## src/rtl/keypad_pkg.sv

```systemverilog
// keypad_pkg: shared types and helpers for the matrix keypad scanner.
//   scan_state_t  - scanner FSM states
//   MAX_COLS      - widest column bus the helpers accept
//   ALL_HIGH      - idle (no key) column pattern at MAX_COLS width
//   onehot0_low() - {valid, index} of the single low column; valid=0 when
//                   zero or several columns are low
//   keymap_4x4()  - legacy 4x4 lock legend for a linear key code
package keypad_pkg;

  typedef enum logic [2:0] {SCAN, PRESS_DB, EVAL, HOLD, REL_DB} scan_state_t;

  localparam int MAX_COLS = 32;
  localparam int CIW      = $clog2(MAX_COLS);
  localparam logic [MAX_COLS-1:0] ALL_HIGH = '1;

  typedef struct packed {
    logic           valid;
    logic [CIW-1:0] idx;
  } col_pick_t;

  // Callers pad unused upper columns high so they never count as pressed.
  function automatic col_pick_t onehot0_low(input logic [MAX_COLS-1:0] col);
    col_pick_t r;
    int        n;
    r = '0;
    n = 0;
    for (int i = 0; i < MAX_COLS; i++) begin
      if (!col[i]) begin
        n++;
        r.idx = CIW'(i);
      end
    end
    r.valid = (n == 1);
    return r;
  endfunction

  // Rows: 1 2 3 A / 4 5 6 B / 7 8 9 C / F 0 E D
  function automatic logic [3:0] keymap_4x4(input logic [3:0] code);
    case (code)
      4'd0:    return 4'h1;
      4'd1:    return 4'h2;
      4'd2:    return 4'h3;
      4'd3:    return 4'hA;
      4'd4:    return 4'h4;
      4'd5:    return 4'h5;
      4'd6:    return 4'h6;
      4'd7:    return 4'hB;
      4'd8:    return 4'h7;
      4'd9:    return 4'h8;
      4'd10:   return 4'h9;
      4'd11:   return 4'hC;
      4'd12:   return 4'hF;
      4'd13:   return 4'h0;
      4'd14:   return 4'hE;
      default: return 4'hD;
    endcase
  endfunction

endpackage

```

## src/rtl/kp_stable_counter.sv

```systemverilog
// kp_stable_counter: counts consecutive qualifying cycles, saturating at TARGET.
//   clk, reset - clock, synchronous active-high reset
//   clr        - zero the count
//   match      - this cycle qualifies; count advances
//   done       - count has reached TARGET
module kp_stable_counter #(
  parameter int WIDTH  = 4,
  parameter int TARGET = 8
) (
  input  logic clk,
  input  logic reset,
  input  logic clr,
  input  logic match,
  output logic done
);

  logic [WIDTH-1:0] cnt;

  always_ff @(posedge clk) begin
    if (reset || clr)
      cnt <= '0;
    else if (match && (cnt != WIDTH'(TARGET)))
      cnt <= cnt + 1'b1;
  end

  assign done = (cnt == WIDTH'(TARGET));

endmodule

```

## src/rtl/keypad_matrix_scanner.sv

```systemverilog
// keypad_matrix_scanner: row-scanning matrix keypad front end.
// Drives one row low at a time, debounces press and release, rejects chords
// and hands out a linear key code (row*COLS + col) over valid/ready.
//   clk, reset   - clock, synchronous active-high reset
//   col_matrix   - column inputs, active low, already synchronised
//   lin_matrix   - row drive, one-cold
//   key_code     - linear key code, stable while key_valid
//   key_valid    - key available
//   key_ready    - consumer accepts (transfer on valid && ready)
//   key_overrun  - pulse: new key dropped, previous still pending
//   multi_key    - pulse: chord rejected
// Optional build macro KEYPAD_REPEAT_EN enables auto-repeat of a held key.
//
// state    | meaning
// SCAN     | dwell on current row, then sample columns
// PRESS_DB | row frozen, debounce the latched column pattern
// EVAL     | one cycle: emit key, overrun or chord pulse
// HOLD     | wait for all columns high (auto-repeat runs here)
// REL_DB   | debounce release, then advance row
module keypad_matrix_scanner
  import keypad_pkg::*;
#(
  parameter int ROWS          = 4,
  parameter int COLS          = 4,
  parameter int SCAN_DWELL    = 2,
  parameter int DEBOUNCE_CYC  = 100,
  parameter int REPEAT_DELAY  = 5000,
  parameter int REPEAT_PERIOD = 1000
) (
  input  logic                         clk,
  input  logic                         reset,
  input  logic [COLS-1:0]              col_matrix,
  output logic [ROWS-1:0]              lin_matrix,
  output logic [$clog2(ROWS*COLS)-1:0] key_code,
  output logic                         key_valid,
  input  logic                         key_ready,
  output logic                         key_overrun,
  output logic                         multi_key
);

  localparam int KW   = $clog2(ROWS*COLS);
  localparam int RW   = $clog2(ROWS);
  localparam int DW   = $clog2(SCAN_DWELL+1);
  localparam int CNTW = $clog2(DEBOUNCE_CYC+1);
  localparam logic [COLS-1:0] COL_IDLE   = '1;
  localparam logic [DW-1:0]   DWELL_LOAD = DW'(SCAN_DWELL-1);

  scan_state_t           state;
  logic [RW-1:0]         row;
  logic [RW-1:0]         next_row;
  logic [DW-1:0]         dwell;
  logic [COLS-1:0]       pattern;
  logic [MAX_COLS-1:0]   pat_ext;
  col_pick_t             sel;
  logic [KW-1:0]         new_code;
  logic                  db_match;
  logic                  db_done;
  logic                  rep_fire;
  logic                  emit;

  function automatic logic [ROWS-1:0] row_drive(input logic [RW-1:0] r);
    return ~(ROWS'(1) << r);
  endfunction

  assign next_row = (row == RW'(ROWS-1)) ? '0 : row + 1'b1;

  always_comb begin
    pat_ext            = ALL_HIGH;
    pat_ext[COLS-1:0]  = pattern;
  end

  assign sel      = onehot0_low(pat_ext);
  assign new_code = KW'(row) * KW'(COLS) + KW'(sel.idx);

  // One counter serves both debounce states; it is zero everywhere else.
  assign db_match = ((state == PRESS_DB) && (col_matrix == pattern)) ||
                    ((state == REL_DB)   && (col_matrix == COL_IDLE));

  kp_stable_counter #(
    .WIDTH  (CNTW),
    .TARGET (DEBOUNCE_CYC)
  ) u_stable_cnt (
    .clk   (clk),
    .reset (reset),
    .clr   (!db_match),
    .match (db_match),
    .done  (db_done)
  );

`ifdef KEYPAD_REPEAT_EN
  localparam int REP_MAX = (REPEAT_DELAY > REPEAT_PERIOD) ? REPEAT_DELAY : REPEAT_PERIOD;
  localparam int RPW     = $clog2(REP_MAX+1);
  localparam logic [RPW-1:0] DELAY_LOAD  = RPW'(REPEAT_DELAY-1);
  localparam logic [RPW-1:0] PERIOD_LOAD = RPW'(REPEAT_PERIOD-1);

  logic [RPW-1:0] rep_cnt;
  logic           same_key;

  // Only a single key that still matches the latched pattern keeps the timer running.
  assign same_key = sel.valid && (col_matrix == pattern);
  assign rep_fire = (state == HOLD) && same_key && (rep_cnt == '0);

  always_ff @(posedge clk) begin
    if (reset || (state != HOLD) || !same_key)
      rep_cnt <= DELAY_LOAD;
    else if (rep_cnt == '0)
      rep_cnt <= PERIOD_LOAD;
    else
      rep_cnt <= rep_cnt - 1'b1;
  end
`else
  logic unused_repeat;
  assign unused_repeat = REPEAT_DELAY[0] ^ REPEAT_PERIOD[0];
  assign rep_fire      = 1'b0;
`endif

  assign emit = (state == EVAL) || rep_fire;

  always_ff @(posedge clk) begin
    if (reset) begin
      state       <= SCAN;
      row         <= '0;
      lin_matrix  <= row_drive('0);
      dwell       <= DWELL_LOAD;
      pattern     <= COL_IDLE;
      key_code    <= '0;
      key_valid   <= 1'b0;
      key_overrun <= 1'b0;
      multi_key   <= 1'b0;
    end else begin
      key_overrun <= 1'b0;
      multi_key   <= 1'b0;

      if (key_valid && key_ready)
        key_valid <= 1'b0;

      // Loading wins over a same-cycle acceptance, so valid stays high.
      if (emit) begin
        if (sel.valid) begin
          if (!key_valid || key_ready) begin
            key_code  <= new_code;
            key_valid <= 1'b1;
          end else begin
            key_overrun <= 1'b1;
          end
        end else begin
          multi_key <= 1'b1;
        end
      end

      case (state)
        SCAN: begin
          if (dwell != '0) begin
            dwell <= dwell - 1'b1;
          end else begin
            dwell <= DWELL_LOAD;
            if (col_matrix == COL_IDLE) begin
              row        <= next_row;
              lin_matrix <= row_drive(next_row);
            end else begin
              pattern <= col_matrix;
              state   <= PRESS_DB;
            end
          end
        end
        PRESS_DB: begin
          if (col_matrix != pattern)
            state <= SCAN;
          else if (db_done)
            state <= EVAL;
        end
        EVAL: state <= HOLD;
        HOLD: begin
          if (col_matrix == COL_IDLE)
            state <= REL_DB;
        end
        REL_DB: begin
          if (col_matrix != COL_IDLE) begin
            state <= HOLD;
          end else if (db_done) begin
            state      <= SCAN;
            row        <= next_row;
            lin_matrix <= row_drive(next_row);
          end
        end
        default: state <= SCAN;
      endcase
    end
  end

endmodule

```

## config.mk

```make
export PLATFORM = sky130hd
export DESIGN_NAME = keypad_matrix_scanner
export DESIGN_NICKNAME = d
export VERILOG_FILES = /design/src/rtl/keypad_pkg.sv /design/src/rtl/kp_stable_counter.sv /design/src/rtl/keypad_matrix_scanner.sv
export SDC_FILE = /design/constraint.sdc
export NUM_CORES = 1
export LEC_CHECK = 0
export CAP_MARGIN = 20
export CORE_MARGIN = 4
export CORE_UTILIZATION = 58
export CTS_CLUSTER_SIZE = 28
export DETAILED_ROUTE_END_ITERATION = 16
export GPL_TIMING_DRIVEN = 0
export PLACE_DENSITY = 0.9
export SYNTH_ARGS = -nofsm -noshare
export SYNTH_HDL_FRONTEND = slang
export SYNTH_HIERARCHICAL = 1
export SYNTH_SLANG_ARGS = --single-unit
```

## constraint.sdc

```tcl
create_clock -name clk -period 4.9 [get_ports clk]
set_clock_uncertainty 0.05 [all_clocks]
set_input_delay 0.98 -clock clk [delete_from_list [all_inputs] [get_ports clk]]
set_output_delay 0.98 -clock clk [all_outputs]
set_load 0.01 [all_outputs]
```

# [Word-level counts from Yosys, hierarchy flattened]
# Index checks and enable logic that the tools add are counted.
[word_totals] regBits=29 out_inout_bits=11
[op_classes] shifts=1 muxes=33 n_reduce_logical=18 bitwise_logic=5 eq_ne=20 addsub=7
[ops] op="adder 32 x 2 -> 32 bit, second input constant" count=3
[ops] op="2-to-1 mux 32 bit" count=3
[ops] op="equality test 32 x 2 -> 1 bit, second input constant" count=1
[ops] op="2-to-1 mux 4 bit" count=6
[ops] op="2-to-1 mux 3 bit" count=7
[ops] op="case mux 3 bit (5 select lines)" count=1
[ops] op="2-to-1 mux 2 bit" count=6
[ops] op="!= test 2 bit, second input constant" count=6
[ops] op="AND reduction 5 bit" count=2
[ops] op="2-to-1 mux 1 bit" count=8
[ops] op="case mux 4 bit (2 select lines)" count=1
[ops] op="adder 7 x 1 -> 7 bit, second input constant" count=1
[ops] op="equality test 7 bit, second input constant" count=1
[ops] op="!= test 7 bit, second input constant" count=1
[ops] op="equality test 3 x 2 -> 1 bit, second input constant" count=2
[ops] op="!= test 3 x 2 -> 1 bit, second input constant" count=2
[ops] op="AND reduction 3 bit" count=2
[ops] op="adder 4 bit" count=1
[ops] op="equality test 4 bit" count=1
[ops] op="equality test 4 bit, second input constant" count=1
[ops] op="logical AND 1 bit" count=4
[ops] op="!= test 4 bit" count=1
[ops] op="!= test 4 bit, second input constant" count=1
[ops] op="NOT 1 bit" count=4
[ops] op="14 further kinds" count=18

# [Logic depth before layout (Yosys ltp)]
[logic_depth] word_depth=10 depth_mapped=10 mapped_depth_nobuf=10

# [Modules after synthesis]
# The synthesis kept the hierarchy.
[modules_own_cells] module="keypad_matrix_scanner" seq_area_each_um2=440.4 cells_each=139 n_inst=1 area_per_inst_um2=1186.1
[modules_own_cells] module="kp_stable_counter" seq_area_each_um2=140.1 cells_each=45 n_inst=1 area_per_inst_um2=370.4

# [Least setup slack after synthesis]
# OpenSTA, ideal clock, no wires.
[synth_timing] path_kind="input -> register" from="input port col_matrix[0]" to="register u_stable_cnt.cnt[6]" path_slack_ns=2.568 required_ns=4.780 path_buffers=0 cell_stages=7 arrival_time_ns=2.212 setup_ns=0.070 cell_sequence="xor2_1 -> nor3_1 -> nand4_1 -> nand2_1 -> nand4_1 -> or3_1 -> a21oi_1"
[synth_via] elab_chain_len=5
[synth_lines] element="from (decl)" line_no="keypad_matrix_scanner.sv:32" source="input logic [COLS-1:0] col_matrix,"
[synth_lines] element="equality test 4 bit, on equally long branches" line_no="keypad_matrix_scanner.sv:76, keypad_matrix_scanner.sv:77"
[synth_lines] element="logical AND 1 bit, on equally long branches" line_no="keypad_matrix_scanner.sv:76, keypad_matrix_scanner.sv:77"
[synth_lines] element="logical OR 1 bit (*)" line_no="keypad_matrix_scanner.sv:76" source="assign db_match = ((state == PRESS_DB) && (col_matrix == pattern)) ||"
[synth_lines] element="net db_match" line_no="keypad_matrix_scanner.sv:56" source="logic db_match;"
[synth_lines] element="logical NOT 1 bit" line_no="keypad_matrix_scanner.sv:85" source=".clr (!db_match),"
[synth_lines] element="logical OR 1 bit" line_no="kp_stable_counter.sv:20" source="if (reset || clr)"
[synth_lines] element="to (signal assigned)" line_no="kp_stable_counter.sv:23" source="cnt <= cnt + 1'b1;"
[synth_lines] element="to (decl)" line_no="kp_stable_counter.sv:17" source="logic [WIDTH-1:0] cnt;"
# Mark *: on every way through the listed nets, which the timed path passes. The rest lies on a longest branch.
# A chain may end at the register's enable or synchronous reset.

# [Final worst setup path]
[layout_timing] from="input port col_matrix[0]" to="register u_stable_cnt.cnt[5]"
# The elaborated chain is that of the path after synthesis.

==> metrics.log <==
[metrics] n_diodes: 0
[metrics] average size of a mapped cell: 8.46 um^2
[metrics] Remaining DRCs: 0
[metrics] PortBufs: 17
[metrics] initial core utilization: 61.7%
[metrics] post-synthesis mux area share: 3.94%
[metrics] RR Endpoint: key_code[1]
[metrics] area added between synthesis and finish: 17.8%
[metrics] number of violations reported at the end of detailed-routing iteration 0: 49
[metrics] Synth top cells by count: 29 x sky130_fd_sc_hd__dfxtp_1, 20 x sky130_fd_sc_hd__nor2_1, 16 x sky130_fd_sc_hd__nand2_1, 15 x sky130_fd_sc_hd__inv_1, 12 x sky130_fd_sc_hd__a21oi_1
[metrics] Post-Syn Instances: 184
[metrics] largest net degree at the start of global routing: 11
[metrics] vias in the first global route: 1398
[metrics] via total after detailed routing: 1363
[metrics] detailed-router iteration count before antenna repair: 5
[metrics] Adder-Cell Fraction of Synth Area: 7.23%
[metrics] status: completed
[metrics] post-synthesis share of cell area spent on and, or, nand and nor gates: 24.7%
[metrics] buffer type at the clock tree root: sky130_fd_sc_hd__clkbuf_4
[metrics] Setup WS pre-CTS: 1810 ps
[metrics] share of final-layout standard cells stronger than drive strength 1: 7.66%
[metrics] Placer Congestion: 0.821
[metrics] Critical Path End Type: register
[metrics] share of the synthesized area in the top cell type: 37.3%
[metrics] post-synth cell types: 42
[metrics] clock-pin slew on the worst setup and hold paths: 90 ps
[metrics] die area: 3580 um^2
[metrics] HPWL after detailed placement: 2480 um
[metrics] worst ir drop on vdd: 0.304 mV
[metrics] total setup buffers inserted after CTS: 0
[metrics] hold-fix buffers at CTS: 0
[metrics] maximum fanout encountered on the critical timing path: 7
[metrics] number of clock buffers inserted by TritonCTS: 5
[metrics] transition time at the pin with the least slew margin: 493 ps
[metrics] register area share after synthesis: 37.3%
[metrics] WS Path Type: input port to register
[metrics] Pins Over Slew Limit: 0
[metrics] Req. time, crit path: 5110 ps
[metrics] parity-gate share of the synthesized area counting xor and xnor cells: 3.94%
[metrics] Synth Net Count: 200
[metrics] number of warnings issued by yosys: 6
[metrics] cell area after synthesis: 1560 um^2
[metrics] shortest clock period the worst path allows after layout: 2750 ps
[metrics] die span in y: 59.8 um
[metrics] most frequently used cell type in the post-synthesis netlist: sky130_fd_sc_hd__dfxtp_1
[metrics] Hold Crit Class: register to register
[metrics] Total Neg Setup Slack: 0 ps
[metrics] most used flip-flop cell after synthesis: sky130_fd_sc_hd__dfxtp_1
[metrics] CTS tree: built
[metrics] number of H-tree branching levels: 2
[metrics] startpoint of the most critical register-to-register path: pattern[0]
[metrics] total detailed-routing wirelength: 3180 um
[metrics] main combinational cell family by area after synthesis: simple AND/OR/NAND/NOR gates
[metrics] post-synthesis register bit count: 29
[metrics] floorplan die width: 59.8 um
[metrics] post-synth top area cell: sky130_fd_sc_hd__dfxtp_1
[metrics] standard cell core area: 2520 um^2
[metrics] post-route worst setup slack: 2150 ps
[metrics] reported max-cap violation count: 0
[metrics] reg2reg path depth: 8
[metrics] Tcrit/Tclk final: 56.0%
[metrics] worst hold path cell count: 1
[metrics] maximum count of clock buffers along a single path: 2
[metrics] antenna violations before repair: 0
[metrics] worst-skew pair later-pin latency: 320 ps
[metrics] Rows: 18
[metrics] CP Launch Type: input port
[metrics] setup repair after global routing missed its margin: false
[metrics] leading cell types by total area after synthesis: sky130_fd_sc_hd__dfxtp_1 37%, sky130_fd_sc_hd__ha_1 7.2%, sky130_fd_sc_hd__nor2_1 4.8%
[metrics] setup slack of the most critical reg-to-reg path: 2570 ps
[metrics] count of final setup violators: 0
[metrics] number of synthesized flops with an enable pin: 0
[metrics] Compound-Gate Fraction of Synth Area: 16.5%
[metrics] number of sinks on the clock net: 29
[metrics] Total Nets Final: 224
[metrics] number of nets with antenna violations after detailed routing: 0
[metrics] Hold EP: lin_matrix[1]
[metrics] Remaining Overflow, GRT: 0
[metrics] I/O Pins: 18
[metrics] global-route wire length before repair: 5750 um
[metrics] share of flip-flops with an asynchronous set or reset: 0%
[metrics] data arrival time of the critical path: 2960 ps
[metrics] via density per instance: 5.70
[metrics] worst slew margin relative to its limit: 67.1%
[metrics] leakage power total: 0.731 nW
[metrics] startpoint of the tightest hold check path: lin_matrix[1]
[metrics] final hold violations: 0
[metrics] overall track demand over capacity in global routing: 21.1%
[metrics] Resize count post-CTS: 0
[metrics] average wire per cell in the routed design: 13.3 um
[metrics] maximum clock frequency: 0.364 GHz
[metrics] post-layout power: 738 uW
[metrics] ratio of total power to cell area: 402 nW/um^2
[layer usage]
layer / routed length, um / global-route usage (%) / part of all wire [%]
met4: 68 / 7.59 / 2.1
met1: 1340 / 21.6 / 42
met5: 0 / 0 / 0
met2: 1630 / 39.5 / 51
met3: 147 / 6.48 / 4.6
[power breakdown]
group,internal (mW),switching [mW],total [mW]
registers,0.269,0.0264,0.295
clock network,0.0831,0.0836,0.167
logic,0.126,0.149,0.276
[kinds of logic (layout without fill, tap and decap cells)]
family | Yosys count | in the layout
simple gates | 74 | 74
buf+inv | 22 | 47
xor+xnor | 7 | 7
flops | 29 | 29
compound gates | 37 | 37
mux | 6 | 6
fa+ha+maj | 9 | 9
[worst max-delay path by stage]
stage                        startpoint                   to  slack (ps)
after detailed placement  col_matrix[0]  u_stable_cnt/cnt[5]        1810
final                     col_matrix[0]  u_stable_cnt/cnt[5]        2150
after floorplan           col_matrix[0]  u_stable_cnt/cnt[6]        2570
after CTS                 col_matrix[0]  u_stable_cnt/cnt[5]        2150
after global routing      col_matrix[3]  u_stable_cnt/cnt[5]        1950
after global placement    col_matrix[2]  u_stable_cnt/cnt[6]        1920
[metrics by stage]
| stage | std cells | utilization, % | instance area [um^2] | hold WS (ps) |
|---|---|---|---|---|
| finish | 239 | 72.7 | 1830 | 422 |
| global route | 239 | 72.7 | 1830 | 439 |
| CTS | 239 | 72.7 | 1830 | 426 |
| detailed placement | 231 | 69.9 | 1760 | 404 |
| global placement | 231 | 69.9 | 1760 | 398 |
| floorplan | 184 | - | 1560 | 406 |
[cell type report]
class	instances	area [um^2]
Clock buffer	7	65.1
Inverter	15	56.3
Buffer	7	43.8
Clock inverter	1	5.00
Tap cell	30	37.5
Sequential cell	29	581
Timing Repair Buffer	17	170
Fill cell	189	688
Multi-Input combinational cell	133	876
[worst max-delay path, stage by stage]
cell                              delay, ps
sky130_fd_sc_hd__clkdlybuf4s50_1        460
sky130_fd_sc_hd__xor2_1                 170
sky130_fd_sc_hd__nor3_1                 200
sky130_fd_sc_hd__nand4_1                180
sky130_fd_sc_hd__nand2_1                250
sky130_fd_sc_hd__nand4_1                200
sky130_fd_sc_hd__or3_1                  380
sky130_fd_sc_hd__a21oi_1                140
[flip-flops by register name, indices dropped and copies added, names as in the netlist]
| signal | count |
|---|---|
| u_stable_cnt/cnt | 7 |
| state | 3 |
| lin_matrix | 4 |
| multi_key | 1 |
| key_code | 4 |
| dwell | 2 |
| key_valid | 1 |
| row | 2 |
| pattern | 4 |
| key_overrun | 1 |
[cell usage in the layout, fill, tap and decap left out, drive strengths merged, types with 2 or more instances in the layout]
master / instances
a211o: 8
a21oi: 12
a311oi: 2
buf: 4
clkbuf: 10
clkdlybuf4s50: 17
dfxtp: 29
ha: 9
inv: 15
mux2i: 5
nand2: 16
nand2b: 5
nand3: 4
nand3b: 2
nand4: 4
nor2: 20
nor2b: 3
nor3: 7
o21ai: 6
o21bai: 2
or2: 3
or3: 4
xnor2: 3
xor2: 4
No activity file was read; power rests on OpenSTA's default activity.
